===== config.mk =====
export PLATFORM = sky130hd
export DESIGN_NAME = action_arbiter
export DESIGN_NICKNAME = d
export VERILOG_FILES = /design/src/rtl/overcooked_pkg.sv /design/src/rtl/rr_arbiter4.sv /design/src/rtl/action_arbiter.sv
export SDC_FILE = /design/constraint.sdc
export NUM_CORES = 1
export LEC_CHECK = 0
export CAP_MARGIN = 20
export CORE_MARGIN = 2
export CORE_UTILIZATION = 54
export CTS_CLUSTER_DIAMETER = 100
export DETAILED_ROUTE_END_ITERATION = 7
export PLACE_DENSITY = 0.86
export SLEW_MARGIN = 0
export SYNTH_ARGS = -nofsm -noshare
export SYNTH_HDL_FRONTEND = slang
export SYNTH_SLANG_ARGS = --single-unit

===== constraint.sdc =====
create_clock -name vsync -period 15.15 [get_ports vsync]
set_input_delay 2.2725 -clock vsync [delete_from_list [all_inputs] [get_ports vsync]]
set_output_delay 2.2725 -clock vsync [all_outputs]
set_load 0.02 [all_outputs]

===== src/rtl/overcooked_pkg.sv =====
// -----------------------------------------------------------------------------
// overcooked_pkg
// Shared constants and types for the kitchen action arbiter.
//   GS_*          : global game state codes driven by the game controller
//   OP_*          : per-player operation codes (code 3 behaves like OP_NONE)
//   CHOP_FRAMES   : frames a cutting station stays busy after a chop starts
//   NUM_STATIONS  : number of cutting stations on the 8x13 grid
//   STATION_ROW/COL : fixed grid cell of each station, indexed by station
//   state_e       : arbiter FSM states
// -----------------------------------------------------------------------------
package overcooked_pkg;

    localparam logic [2:0] GS_PLAY  = 3'd2;
    localparam logic [2:0] GS_PAUSE = 3'd3;

    localparam logic [1:0] OP_NONE  = 2'd0;
    localparam logic [1:0] OP_CARRY = 2'd1;
    localparam logic [1:0] OP_CHOP  = 2'd2;

    localparam logic [3:0] CHOP_FRAMES  = 4'd15;
    localparam int         NUM_STATIONS = 6;

    // Station k sits at (STATION_ROW[k], STATION_COL[k]); entries listed 5..0.
    // Stations 0..3 line the top counter, 4..5 the bottom counter.
    localparam logic [NUM_STATIONS-1:0][2:0] STATION_ROW = {
        3'd7, 3'd7, 3'd0, 3'd0, 3'd0, 3'd0
    };
    localparam logic [NUM_STATIONS-1:0][3:0] STATION_COL = {
        4'd8, 4'd4, 4'd10, 4'd8, 4'd4, 4'd2
    };

    typedef enum logic [1:0] {
        S_IDLE  = 2'd0,
        S_RUN   = 2'd1,
        S_PAUSE = 2'd2
    } state_e;

    // One-hot station index whose cell equals (row, col); zero when the cell
    // is not a station. Station cells are unique, so at most one bit is set.
    function automatic logic [NUM_STATIONS-1:0] stationMatch(
        input logic [2:0] row,
        input logic [3:0] col
    );
        logic [NUM_STATIONS-1:0] hit;
        hit = '0;
        for (int k = 0; k < NUM_STATIONS; k++) begin
            hit[k] = (STATION_ROW[k] == row) && (STATION_COL[k] == col);
        end
        return hit;
    endfunction

    // Only CARRY and CHOP ask for arbitration; NONE and the unused code 3 do not.
    function automatic logic isActionOp(input logic [1:0] op);
        return (op == OP_CARRY) || (op == OP_CHOP);
    endfunction

endpackage


===== src/rtl/rr_arbiter4.sv =====
// -----------------------------------------------------------------------------
// rr_arbiter4
// Four-way round-robin picker with a variable number of active lanes.
//   req    [3:0] in  : lane requests (already qualified by the caller)
//   limit  [1:0] in  : highest active lane index; lanes above it are ignored
//   ptr    [1:0] in  : lane where the search starts; treated as 0 when > limit
//   winner [1:0] out : index of the first requesting lane at or after ptr,
//                      wrapping from limit back to 0
//   valid        out : a winner was found
// -----------------------------------------------------------------------------
module rr_arbiter4 (
    input  logic [3:0] req,
    input  logic [1:0] limit,
    input  logic [1:0] ptr,
    output logic [1:0] winner,
    output logic       valid
);

    // Walk the ring of active lanes once, starting at the (clamped) pointer,
    // and keep the first requester found. Four steps cover the largest ring.
    always_comb begin
        logic [1:0] cand;
        winner = 2'd0;
        valid  = 1'b0;
        cand   = (ptr > limit) ? 2'd0 : ptr;
        for (int k = 0; k < 4; k++) begin
            if (!valid && req[cand] && (cand <= limit)) begin
                winner = cand;
                valid  = 1'b1;
            end
            cand = (cand == limit) ? 2'd0 : cand + 2'd1;
        end
    end

endmodule


===== src/rtl/action_arbiter.sv =====
// -----------------------------------------------------------------------------
// action_arbiter
// Once per video frame, picks at most one player action (carry or chop) in
// round-robin order, grants or denies it, and runs the chop countdown of each
// cutting station.
//   vsync        in  : frame tick, the only clock
//   reset        in  : synchronous, active-high
//   num_players  in  : active players minus 1 (players 0..num_players active)
//   game_state   in  : GS_PLAY runs, GS_PAUSE freezes, anything else idles
//   req          in  : per-player request level, held until grant or deny
//   req_op       in  : per-player operation code
//   req_row/col  in  : per-player target grid cell
//   grant/deny   out : one-hot pulses, at most one bit of grant|deny per frame
//   grant_op/row/col out : operation and cell of the current grant, else 0
//   time_grid    out : per-station chop countdown
//   chop_done    out : per-station pulse in the frame a countdown hits 0
// -----------------------------------------------------------------------------
import overcooked_pkg::*;

module action_arbiter (
    input  logic                               vsync,
    input  logic                               reset,
    input  logic [1:0]                         num_players,
    input  logic [2:0]                         game_state,
    input  logic [3:0]                         req,
    input  logic [3:0][1:0]                    req_op,
    input  logic [3:0][2:0]                    req_row,
    input  logic [3:0][3:0]                    req_col,
    output logic [3:0]                         grant,
    output logic [3:0]                         deny,
    output logic [1:0]                         grant_op,
    output logic [2:0]                         grant_row,
    output logic [3:0]                         grant_col,
    output logic [NUM_STATIONS-1:0][3:0]       time_grid,
    output logic [NUM_STATIONS-1:0]            chop_done
);

    state_e state_q, state_d;
    logic   runEn;
    logic   clearEn;

    logic [1:0]                   ptr_q, ptr_d;
    logic [3:0]                   served_q, served_d;
    logic [NUM_STATIONS-1:0][3:0] time_q, time_d;
    logic [NUM_STATIONS-1:0]      done_q, done_d;
    logic [3:0]                   grant_q, grant_d;
    logic [3:0]                   deny_q, deny_d;
    logic [1:0]                   gop_q, gop_d;
    logic [2:0]                   grow_q, grow_d;
    logic [3:0]                   gcol_q, gcol_d;

    logic [3:0]              eligible;
    logic [1:0]              winIdx;
    logic                    winValid;
    logic [1:0]              winOp;
    logic [2:0]              winRow;
    logic [3:0]              winCol;
    logic [NUM_STATIONS-1:0] stationHit;
    logic [NUM_STATIONS-1:0] timerBusy;
    logic                    doGrant;
    logic                    doDeny;
    logic [NUM_STATIONS-1:0] loadVec;
    logic [3:0]              winOneHot;

    // FSM state register; reset always lands in S_IDLE.
    always_ff @(posedge vsync) begin
        if (reset) begin
            state_q <= S_IDLE;
        end else begin
            state_q <= state_d;
        end
    end

    // The game controller owns the mode: the next state follows game_state
    // directly on every frame, whatever the current state.
    always_comb begin
        state_d = S_IDLE;
        if (game_state == GS_PLAY) begin
            state_d = S_RUN;
        end else if (game_state == GS_PAUSE) begin
            state_d = S_PAUSE;
        end
    end

    // Mode decode for the datapath; S_PAUSE is simply neither run nor clear.
    always_comb begin
        runEn   = 1'b0;
        clearEn = 1'b0;
        case (state_q)
            S_RUN:   runEn   = 1'b1;
            S_IDLE:  clearEn = 1'b1;
            default: ;
        endcase
    end

    // A player competes only if active, asking for a real action, and not the
    // one served last frame (its req is still high while it sees the pulse).
    always_comb begin
        eligible = '0;
        for (int i = 0; i < 4; i++) begin
            eligible[i] = req[i] && (2'(i) <= num_players) &&
                          isActionOp(req_op[i]) && !served_q[i];
        end
    end

    rr_arbiter4 u_rr (
        .req    (eligible),
        .limit  (num_players),
        .ptr    (ptr_q),
        .winner (winIdx),
        .valid  (winValid)
    );

    // Any action on a station that is still counting is refused; a chop on an
    // idle station starts its countdown.
    always_comb begin
        winOp      = req_op[winIdx];
        winRow     = req_row[winIdx];
        winCol     = req_col[winIdx];
        winOneHot  = 4'b0001 << winIdx;
        stationHit = stationMatch(winRow, winCol);
        for (int k = 0; k < NUM_STATIONS; k++) begin
            timerBusy[k] = (time_q[k] != 4'd0);
        end
        doDeny  = winValid && runEn && ((stationHit & timerBusy) != '0);
        doGrant = winValid && runEn && !doDeny;
        loadVec = (doGrant && (winOp == OP_CHOP)) ? stationHit : '0;
    end

    // Next-state datapath. Pulses default to 0 every frame; timers and the
    // pointer hold unless the mode says otherwise.
    always_comb begin
        ptr_d    = ptr_q;
        time_d   = time_q;
        served_d = '0;
        done_d   = '0;
        grant_d  = '0;
        deny_d   = '0;
        gop_d    = '0;
        grow_d   = '0;
        gcol_d   = '0;
        if (clearEn) begin
            ptr_d  = 2'd0;
            time_d = '0;
        end else if (runEn) begin
            for (int k = 0; k < NUM_STATIONS; k++) begin
                if (loadVec[k]) begin
                    time_d[k] = CHOP_FRAMES;
                end else if (time_q[k] != 4'd0) begin
                    time_d[k] = time_q[k] - 4'd1;
                    done_d[k] = (time_q[k] == 4'd1);
                end
            end
            if (winValid) begin
                served_d = winOneHot;
                ptr_d    = (winIdx == num_players) ? 2'd0 : winIdx + 2'd1;
            end
            if (doGrant) begin
                grant_d = winOneHot;
                gop_d   = winOp;
                grow_d  = winRow;
                gcol_d  = winCol;
            end
            if (doDeny) begin
                deny_d = winOneHot;
            end
        end
    end

    // Registered state and outputs; reset wins over anything in flight.
    always_ff @(posedge vsync) begin
        if (reset) begin
            ptr_q    <= '0;
            served_q <= '0;
            time_q   <= '0;
            done_q   <= '0;
            grant_q  <= '0;
            deny_q   <= '0;
            gop_q    <= '0;
            grow_q   <= '0;
            gcol_q   <= '0;
        end else begin
            ptr_q    <= ptr_d;
            served_q <= served_d;
            time_q   <= time_d;
            done_q   <= done_d;
            grant_q  <= grant_d;
            deny_q   <= deny_d;
            gop_q    <= gop_d;
            grow_q   <= grow_d;
            gcol_q   <= gcol_d;
        end
    end

    assign grant     = grant_q;
    assign deny      = deny_q;
    assign grant_op  = gop_q;
    assign grant_row = grow_q;
    assign grant_col = gcol_q;
    assign time_grid = time_q;
    assign chop_done = done_q;

endmodule


======== Word-level counts from Yosys, hierarchy flattened ========
Cells that the tools add are included.
word-level totals
  register bits ........................... 55
  bits of input ports ..................... 47
cells by class
  add/sub/neg operators ................... 10
  order comparisons ....................... 14
  equality and inequality tests ........... 27
  shifts and indexed selects .............. 1
  muxes and demuxes ....................... 44
  bitwise operators ....................... 11
  reductions and logical operators ........ 74
operators with widths
  cell                                                count
  two-way mux 4 bit                                   13
  OR reduction 5 bit                                  6
  logical AND 1 bit                                   29
  == test 4 x 1 -> 1 bit, second input constant       6
  nonzero test 4 bit                                  6
  subtractor 4 x 1 -> 4 bit, second input constant    6
  two-way mux 2 bit                                   11
  < comparator 2 x 3 -> 1 bit, second input constant  5
  AND reduction 2 bit                                 7
  nonzero test 2 bit                                  6
  OR reduction 4 bit                                  3
  two-way mux 1 bit                                   11
  == test 2 x 1 -> 1 bit, second input constant       5
  == test 2 bit, second input constant                5
  NOT 1 bit                                           10
  adder 2 x 1 -> 2 bit, second input constant         4
  binary-select mux 1 bit (select 2 bit)              4
  binary-select mux 4 bit (select 2 bit)              1
  == test 2 bit                                       4
  == test 4 bit, first input constant                 2
  <= comparator 2 bit                                 4
  logical NOT 1 bit                                   8
  AND 6 bit                                           1
  binary-select mux 3 bit (select 2 bit)              1
  16 further kinds                                    23

======== Longest topological paths before layout ========
  depth after elaboration ................. 33
  depth in mapped cells ................... 28
  depth with buffers taken out ............ 25

======== Hierarchy ========
From an unflattened synthesis, not the netlist that was laid out.
unflattened totals
  cells, all modules ...................... 395
  area total of the unflattened synthesis .. 3490.8 um^2
modules (own cells, without submodules)
  module          instances  cells an instance  area each (um^2)
  action_arbiter  1          300                2785.2
  rr_arbiter4     1          95                 705.7

======== Worst setup path after synthesis ========
Ideal clock, no wire load.
  path kind ............................... input to register
  from .................................... input num_players[1]
  to ...................................... register time_q (netlist bit time_grid[11])
  arrival time ............................ 8.095 ns
  required time ........................... 15.030 ns
  slack ................................... 6.936 ns
  stages on the path ...................... 27
  cell sequence ........................... clkinv_1 ha_1 nor2b_4 buf_6 o31a_1 inv_1 ha_1 nand2b_1 clkbuf_1 o211a_1 ha_1 nand2_1 o21ai_0 a2111oi_2 ha_1 a21oi_1 a31oi_1 or4_4 or2_1 and2_4 buf_6 mux2i_1 mux2i_1 or3_4 o221a_2 and2_4 o31a_1
on the way
  word-level cells in the longest chain between the ends .. 33
  elaborated cells on any way between the ends .. 87
RTL lines
  item                                                                                    line                   source
  from (decl)                                                                             action_arbiter.sv:23   input logic [1:0] num_players,
  parallel branches: the longest is 30 deep, another holds greater-than comparator 2 bit  -
  two-way mux 6 bit (*)                                                                   action_arbiter.sv:127  loadVec = (doGrant && (winOp == OP_CHOP)) ? stationHit : '0;
  nonzero test 2 bit (no line)                                                            -
  AND reduction 2 bit (no line)                                                           -
  to (signal assigned)                                                                    action_arbiter.sv:185  time_q <= time_d;
  to (decl)                                                                               action_arbiter.sv:44   logic [NUM_STATIONS-1:0][3:0] time_q, time_d;
Mark *: on every way between the ends. The select of a mux whose other input is x is not followed.
A chain may end at the register's enable or synchronous reset.

======== Worst setup path after layout ========
  from .................................... input num_players[1]
  to ...................................... register grow_q[2] (netlist: grant_row[2])
on the way
  word-level cells in the longest chain between the ends .. 31
  elaborated cells on any way between the ends .. 81
RTL lines
  item                                                                                    line                   source
  parallel branches: the longest is 31 deep, another holds greater-than comparator 2 bit  -
  to (signal assigned)                                                                    action_arbiter.sv:190  grow_q <= grow_d;
  to (decl)                                                                               action_arbiter.sv:49   logic [2:0] grow_q, grow_d;
Parallel ways; which one is timed is not known. The select of a mux whose other input is x is not followed.

==> summary.txt <==
Die W -> 87.4 um
initial core utilization -> 55.5%
biggest area consumer among synthesized cells -> dfxtp_1
CTS Hold Bufs -> 0
# nets final -> 616
Top FF cell, synth -> dfxtp_1
RSZ-0062 raised after global routing -> no
Worst Tran Pin Value -> 1.04 ns
Clk pwr share -> 32.6%
Ant. Diodes -> 0
CTS H-tree lvls -> 2
GPL Wtd Cong -> 0.943
share of the synthesized area in the top cell type -> 29.3%
Switching Share -> 26.6%
Area contributors post-synth -> dfxtp_1, ha_1, mux2i_1, a21oi_1, nor2_1
cts bufs inserted -> 5
P_leak -> 0.00174 uW
Setup WS post-layout -> 5.54 ns
WL per Instance -> 17.2 um
Mean Syn Cell Area -> 8.27 um^2
GRT Overall Usage -> 28.2%
Req. time, crit path -> 15.37 ns
mapped cell area -> 3750 um^2
vias in the first global route -> 3480
Hold Crit Class -> reg -> reg
placed cell count -> 613
worst vdd ir -> 60.2 uV
share of post-route cells with drive strength above 1 -> 6.47%
Root Buffer -> clkbuf_8
DR pass1 iterations -> 5
crit path kind -> in -> reg
Pint -> 229 uW
initial antenna violation count -> 0
DP Area -> 4700 um^2
status -> completed
worst-skew pair later-pin latency -> 0.32 ns
clk_skew -> 0.00836 ns
Reg clk slew, reported paths -> 0.10 ns
Syn Inst Count -> 454
final count of negative-setup-slack endpoints -> 0
number of flops mapped to enable cells by yosys -> 0
Storage cell area -> 1100 um^2
IO Port Bufs -> 93
switching pwr -> 83.1 uW
Gate power share -> 20.9%
first-pass GRT wire length -> 17200 um
routed vias/inst -> 6.09
normalized max-slew margin -> 29.6%
Synth Warn # -> 0
Area growth, synth to finish -> 28.5%
Rows -> 30
Worst setup EP type -> register
Remaining DRCs -> 0
Max Root-Sink Buffers -> 2
startpoint class of the critical path -> primary input
1st-iter DRT viols -> 255
post-CTS setup buffers -> 0
Distinct cells, synth -> 73
Die Area -> 7630 um^2
final hold vios -> 0
Flop pwr share -> 46.5%
Synth async-reset ratio -> 0%
Max Fclk -> 104 MHz
placed wire-length estimate -> 8210 um
routed vias -> 3783
cell area after layout -> 4820 um^2
post-CTS sizing -> 0
Final ANT Viol Nets -> 0
core area -> 6760 um^2
power per cell area -> 64.7 nW/um^2
non-filler instance count after layout -> 621
final WL -> 10700 um
fin. max-slew vios -> 0
overflow left after global routing -> 0
TritonCTS clock tree -> done
number of synthesized register bits -> 55
Worst Path Arrival -> 9.83 ns
CTS Sinks -> 55
Die H -> 87.4 um
multi-input logic area -> 2480 um^2
crit share post-route -> 63.5%
Top Ports -> 94
max cap viols -> 0
Critical Path Fanout Max -> 18
pre-CTS WS -> 5.43 ns
Tmin final -> 9.61 ns
final setup TNS -> 0 ns
largest net degree at the start of global routing -> 19
Seq/Total Area, Yosys -> 29.3%
syn_nets -> 530
Fill cells -> 514
routing by layer:
layer / global-route usage [%] / vias up / part of all wire (%)
li1: - / 1813 / -
met1: 39.7 / 1796 / 46
met2: 45.0 / 165 / 46
met3: 5.50 / 9 / 7.2
met4: 5.87 / 0 / 1.1
met5: 0 / - / 0
power by group through the flow:
stage / sequential, uW / clock, uW / combinational, uW
final: 145 / 102 / 65.2
after CTS: 145 / 102 / 64.2
after global routing: 145 / 108 / 71.0
after global placement: 148 / 0 / 63.1
after floorplan: 148 / 0 / 42.5
after detailed placement: 148 / 0 / 63.8
cells in the final DEF (no fill, tap or decap), drive strengths merged, types with 5 or more instances in the layout:
master | netlist | layout
a21oi | 43 | 43
nor4b | 5 | 5
dfxtp | 55 | 55
nor2b | 8 | 8
nor3 | 21 | 21
inv | 21 | 21
clkdlybuf4s50 | 0 | 93
nor2 | 45 | 45
or2 | 5 | 5
nand2 | 39 | 39
clkbuf | 8 | 6
o21ai | 15 | 15
mux2i | 23 | 23
and2 | 20 | 20
and4b | 6 | 6
nand3 | 8 | 8
and3 | 9 | 9
ha | 29 | 29
nand2b | 8 | 8
final timing paths:
path,from,endpoint,slack [ns],cells past startpoint
setup / recovery,num_players[1],grant_row[2],5.54,26
hold / removal,time_grid[15],time_grid[15],0.55,2
setup reg to reg,ptr_q[0],grant_row[2],8.11,25
hold reg to reg,time_grid[15],time_grid[15],0.55,2
registers in the layout, indices dropped and copies added, names as in the netlist:
register and flops:
time_grid 24, grant_row 3, grant_col 4, ptr_q 2, served_q 4, state_q 2
deny 4, grant_op 2, grant 4, chop_done 6
cell families after synthesis:
family / count (synthesis) / share of synthesized area [%]
AOI/OAI and AO/OA: 109 / 20.6
xor gates and xnor gates: 5 / 1.17
adders and majority gates: 29 / 9.67
buffers and inverters: 37 / 4.43
DFF: 55 / 29.3
muxes: 27 / 7.34
and+or+nand+nor: 192 / 27.5
critical path, cell delays in order:
cell and delay, ns:
clkdlybuf4s50_1 0.63, clkinv_1 0.38, ha_1 0.48, nor2b_4 0.29
o31a_1 0.30, inv_1 0.10, ha_1 0.31, nand2b_1 0.29
o211a_1 0.24, ha_1 0.28, nand2_1 0.11, o21ai_0 0.14
a2111oi_2 0.51, ha_1 0.33, a21oi_1 0.15, a31oi_1 0.06
or4_4 0.58, o21bai_1 0.20, and2_4 0.34, clkinv_1 0.35
mux2i_1 0.21, mux2i_1 0.28, nor3b_1 0.36, inv_1 0.12
o221a_2 0.32, and3_1 0.20
per-stage QoR:
step           power, uW  hold slack, ns  util [%]
6_report             312           0.546      71.4
5_1_grt              324           0.574      71.4
4_1_cts              312           0.548      71.4
3_5_place_dp         212           0.534      69.6
3_3_place_gp         212           0.522      69.6
2_1_floorplan        191           0.557         -
cells in the mapped netlist (3+ instances only):
| cell type | instances |
|---|---|
| a211o_1 | 3 |
| a211oi_1 | 4 |
| a21oi_1 | 41 |
| a31oi_1 | 4 |
| and2_1 | 17 |
| and3_1 | 9 |
| and4b_1 | 6 |
| buf_6 | 3 |
| clkbuf_1 | 8 |
| dfxtp_1 | 55 |
| ha_1 | 29 |
| inv_1 | 21 |
| mux2_2 | 3 |
| mux2i_1 | 23 |
| nand2_1 | 39 |
| nand2b_1 | 7 |
| nand3_1 | 8 |
| nand4_1 | 3 |
| nor2_1 | 45 |
| nor2b_1 | 7 |
| nor3_1 | 21 |
| nor4_1 | 3 |
| nor4b_1 | 5 |
| o21a_1 | 3 |
| o21ai_0 | 13 |
| o21bai_1 | 3 |
| o22a_1 | 3 |
| o31a_1 | 4 |
| or2_2 | 4 |
| or3_1 | 3 |
| xnor2_1 | 4 |
cell type report:
| class | instances | share of cell area (%) |
|---|---|---|
| clock buffer | 6 | 1.71 |
| clock inverter | 2 | 0.727 |
| inverter | 23 | 1.79 |
| multi-input combinational | 362 | 51.5 |
| sequential | 55 | 22.8 |
| tap | 80 | 2.08 |
| timing repair buffer | 93 | 19.3 |
Power figures use the tool's default switching activity.
